==> src/rtl/add_arb.sv <==
// Round-robin arbiter feeding one registered adder: out = low N bits of the winner's operand + PASSDOWN.
// Define ADD_ARB_STATS_EN to add grant_cnt, a saturating count of out_valid & out_ready handshakes.
module add_arb #(
  parameter int          NREQ     = 4,
  parameter int          N        = 16,
  parameter logic [31:0] PASSDOWN = 32'd1,
  localparam int         IDW      = $clog2(NREQ)
) (
  input  logic               clk,
  input  logic               rst,
  input  logic [NREQ-1:0]    req,
  input  logic [NREQ*32-1:0] in,
  output logic [NREQ-1:0]    gnt,
  output logic               out_valid,
  input  logic               out_ready,
  output logic [31:0]        out,
  output logic [IDW-1:0]     out_id
`ifdef ADD_ARB_STATS_EN
  ,
  output logic [15:0]        grant_cnt
`endif
);

  localparam int          SW        = IDW + 1;
  localparam logic [31:0] SLICE_MSK = 32'((64'd1 << N) - 64'd1);

  typedef enum logic {
    IDLE = 1'b0,
    HOLD = 1'b1
  } state_e;

  state_e            state_q, state_d;
  logic [IDW-1:0]    rr_ptr_q, rr_ptr_d;
  logic [31:0]       out_q, out_d;
  logic [IDW-1:0]    out_id_q, out_id_d;
  logic [NREQ-1:0]   gnt_q, gnt_d;

  logic [31:0]       in_arr [NREQ];
  logic              win_found;
  logic [IDW-1:0]    win_idx;
  logic [SW-1:0]     scan_sum;
  logic [IDW-1:0]    scan_idx;
  logic              accept;

  for (genvar g = 0; g < NREQ; g++) begin : g_split
    assign in_arr[g] = in[32*g +: 32];
  end

  // Rotating-priority search: first asserted request at or after rr_ptr_q, wrapping NREQ-1 -> 0.
  always_comb begin
    // NOTE: every variable written here gets a default first, so no path leaves it unassigned and no latch is inferred.
    win_found = 1'b0;
    win_idx   = '0;
    scan_sum  = '0;
    scan_idx  = '0;
    for (int k = 0; k < NREQ; k++) begin
      scan_sum = {1'b0, rr_ptr_q} + SW'(k);
      if (scan_sum >= SW'(NREQ)) scan_sum = scan_sum - SW'(NREQ);
      scan_idx = scan_sum[IDW-1:0];
      if (!win_found && req[scan_idx]) begin
        win_found = 1'b1;
        win_idx   = scan_idx;
      end
    end
  end

  always_comb begin
    state_d  = state_q;
    rr_ptr_d = rr_ptr_q;
    out_d    = out_q;
    out_id_d = out_id_q;
    gnt_d    = '0;
    accept   = win_found && ((state_q == IDLE) || out_ready);
    if (accept) begin
      state_d  = HOLD;
      out_d    = (in_arr[win_idx] & SLICE_MSK) + PASSDOWN;
      out_id_d = win_idx;
      gnt_d    = NREQ'(1) << win_idx;
      rr_ptr_d = (win_idx == IDW'(NREQ - 1)) ? '0 : win_idx + 1'b1;
    end else if ((state_q == HOLD) && out_ready) begin
      state_d = IDLE;
    end
  end

  // NOTE: sequential state uses non-blocking assignments so every register samples pre-edge values.
  always_ff @(posedge clk or posedge rst) begin
    if (rst) begin
      state_q  <= IDLE;
      rr_ptr_q <= '0;
      out_q    <= '0;
      out_id_q <= '0;
      gnt_q    <= '0;
    end else begin
      state_q  <= state_d;
      rr_ptr_q <= rr_ptr_d;
      out_q    <= out_d;
      out_id_q <= out_id_d;
      gnt_q    <= gnt_d;
    end
  end

  assign gnt       = gnt_q;
  assign out_valid = (state_q == HOLD);
  assign out       = out_q;
  assign out_id    = out_id_q;

`ifdef ADD_ARB_STATS_EN
  logic [15:0] grant_cnt_q, grant_cnt_d;

  always_comb begin
    grant_cnt_d = grant_cnt_q;
    if ((state_q == HOLD) && out_ready && (grant_cnt_q != 16'hFFFF))
      grant_cnt_d = grant_cnt_q + 16'd1;
  end

  always_ff @(posedge clk or posedge rst) begin
    if (rst) grant_cnt_q <= '0;
    else     grant_cnt_q <= grant_cnt_d;
  end

  assign grant_cnt = grant_cnt_q;
`endif

endmodule

==> config.mk <==
export PLATFORM = sky130hd
export DESIGN_NAME = add_arb
export DESIGN_NICKNAME = d
export VERILOG_FILES = /design/src/rtl/add_arb.sv
export SDC_FILE = /design/constraint.sdc
export NUM_CORES = 1
export LEC_CHECK = 0
export ABC_AREA = 1
export ABC_CLOCK_PERIOD_IN_PS = 6850
export CAP_MARGIN = 20
export CORE_ASPECT_RATIO = 0.7
export CORE_MARGIN = 2
export CORE_UTILIZATION = 41
export DETAILED_ROUTE_END_ITERATION = 10
export GPL_ROUTABILITY_DRIVEN = 0
export PLACE_DENSITY_LB_ADDON = 0.1
export SLEW_MARGIN = 20
export SYNTH_ARGS = -nofsm -noshare
export SYNTH_HDL_FRONTEND = slang
export SYNTH_SLANG_ARGS = --single-unit
==> constraint.sdc <==
create_clock -name clk -period 6.85 [get_ports clk]
set_clock_uncertainty 0.05 [all_clocks]
set_input_delay 0.685 -clock clk [delete_from_list [all_inputs] [get_ports clk]]
set_output_delay 0.685 -clock clk [all_outputs]
set_load 0.03 [all_outputs]
==> results.yml <==
clock_network:
  cts-buffers-inserted: 3
  cts_root_buf: "clkbuf_8"
  clkLatencyLatePin_ps: 270
  clock_sinks: 26
  cts_setup_buffers: 0
  cts_tree: "built"
  clk_pin_slew_ps: 90
  cts-resized-gates: 0
  h-tree-depth: 1
  cts_hold_buffers: 0
  clk_path_buf_depth: 2
floorplanning:
  die-area_mm2: 0.00761
  start_util_pct: 42.2
  die_h_um: 73.6
  die_w_um: 103
  rows: 25
  num_io_pins: 174
  core_mm2: 0.00673
grt:
  grt_pass1_vias: 2582
  overflow: 0
  antenna_found_initial: 0
  grt_pass1_wl_mm: 11.8
  track_usage_pct: 19.5
  grt_max_degree: 41
finish:
  diodes: 0
  nFillCells: 690
  area_growth_pct: 32.0
  drive_above_1_share_pct: 9.89
  final_cell_mix: "nand2_1, clkdlybuf4s50_1, nand3_1"
  fin_area_mm2: 0.00374
  fin_util_pct: 55.7
  final_common_cell: "nand2_1"
  nNetsFinal: 677
  final_cells: 630
setup_path:
  path_delay_family: "simple AND/OR/NAND/NOR gates"
  critPathLaunch: "req[3]"
  rr_endpoint: "out[14]"
  rr_startpoint: "rr_ptr_q[0]"
  critPathSlowestCell: "nand2_4"
  r2r_cells: 16
  crit_end: "out[14]"
  endpoint_kind: "flop"
  reg2reg_slack_ps: 3120
  critPathBufInv: 2
  path_max_fanout: 40
  critPathRequiredTime_ps: 6970
  cp.arrival_ps: 3980
  start_kind: "input pin"
  crit_chain: "clkdlybuf4s50_1, inv_1, nand2_1, nand2_1, nand2_2, nand2_2, a21oi_2, nand2_2, nand2_4, nor2_1, o21ai_2, ha_1, nand3_2, nor3_4, nand4_1, nand3_1, nand2_1"
  path_depth: 17
  crit_type: "in2reg"
  cpPeakStageDelay_ps: 530
sta:
  max_slew_margin_pct: 38.8
  tightest_slew_ps: 912
  drv_slew: 0
  finalCritPeriodShare_pct: 56.4
  rsz0062_at_grt: "no"
  fin_crit_ps: 3870
  timing.fmax_ghz: 0.259
  setup_viol_count_final: 0
  finalHoldViolations: 0
  tns_ps: 0
logic_synthesis:
  avgSynthCellArea_um2: 6.20
  syn_area_mm2: 0.00284
  ys_ff_latch: 26
  synthCells: 457
  synth_seq_area_share_pct: 22.9
  yosysUniqueCellTypes: 33
  yosys_warnings: 0
hold_path:
  hp-class: "reg2reg"
drt:
  vias: 2972
  ant_nets: 0
  wl_mm: 7.47
  viasPerCell: 4.72
  drc: 0
  drt_iter0_markers: 107
  wire_per_inst_um: 11.9
  dr.pass1.iters: 4
place:
  dpl.hpwl_mm: 5.79
  place_area_mm2: 0.00369
  placedCellCount: 626
  port_buffers: 94
run_status:
  outcome: "finished clean"
pwr:
  p_per_area_mw_per_mm2: 614
  vdd_drop_max_mv: 0.259
  total_power_w: 0.00230
  static-leakage-power_nw: 1.88
job:
  cap_violations: 0
==> worst min-delay path: cells and delay by family (launching register included) <==
kind             cells  cell delay [ps]
and+or+nand+nor      2              100
DFF                  1              350
==> registers in the layout, summed over array words and instances (netlist names) <==
| signal | flops |
|---|---|
| out | 17 |
| out_id | 2 |
| gnt | 4 |
| out_valid | 1 |
| rr_ptr_q | 2 |
==> per-stage QoR <==
step / setup slack (ps) / hold slack (ps)
floorplan: 4180 / 552
global placement: 2790 / 413
detailed placement: 2680 / 416
CTS: 2970 / 439
global route: 2650 / 472
finish: 2980 / 437
==> final cells by class <==
type	count	area [um2]	share of cell area [%]
multi-input cells	362	1790	47.9
repair buffers	94	941	25.1
flip-flops and latches	26	651	17.4
inverters	50	188	5.01
well taps	94	118	3.14
clock buffers	4	55.1	1.47
==> synthesized netlist by cell type, drive strengths merged <==
master	instances	area share, %
nand2	191	28
nand3	65	13
inv	48	6.4
nor2	35	6.3
buf	31	8.8
dfrtp	26	23
nand3b	21	5.6
o21ai	14	2.7
ha	5	2.2
nand4	4	0.88
a21oi	3	0.66
a31oi	2	0.44
clkbuf	2	0.26
clkinv	2	0.26
xor2	2	0.62
a21boi	1	0.26
conb	1	0.13
nor3	1	0.57
o211ai	1	0.26
o31ai	1	0.26
or2	1	0.22
==> worst min path at each step <==
stage / startpoint / endpoint / cells past startpoint
6_report: out[11] / out[11] / 2
5_1_grt: out[1] / out[1] / 2
4_1_cts: out[14] / out[14] / 2
3_5_place_dp: out[14] / out[14] / 2
3_3_place_gp: out[11] / out[11] / 2
2_1_floorplan: rr_ptr_q[0] / rr_ptr_q[0] / 2
==> per-layer routing <==
metal | GRT usage [%] | part of all wire (%)
met3 | 3.04 | 8.4
met4 | 3.51 | 0.87
met2 | 30.4 | 41
met5 | 0 | 0
met1 | 28.7 | 50
==> cells by family (layout without fill, tap and decap cells) <==
group           Yosys count  in the layout  share of synthesized area, %
simple gates            318            318                          53.8
buf+inv                  83            148                          15.7
compound gates           22             22                          4.63
other cells               1             15                         0.132
fa+ha+maj                 5              5                          2.21
flops                    26             26                          22.9
xor+xnor                  2              2                         0.618
==> power breakdown <==
part | switching (W) | internal, W
clock network | 0.0000491 | 0.0000515
logic | 0.00130 | 0.000608
registers | 0.0000513 | 0.000232
Power figures use the tool's default switching activity.
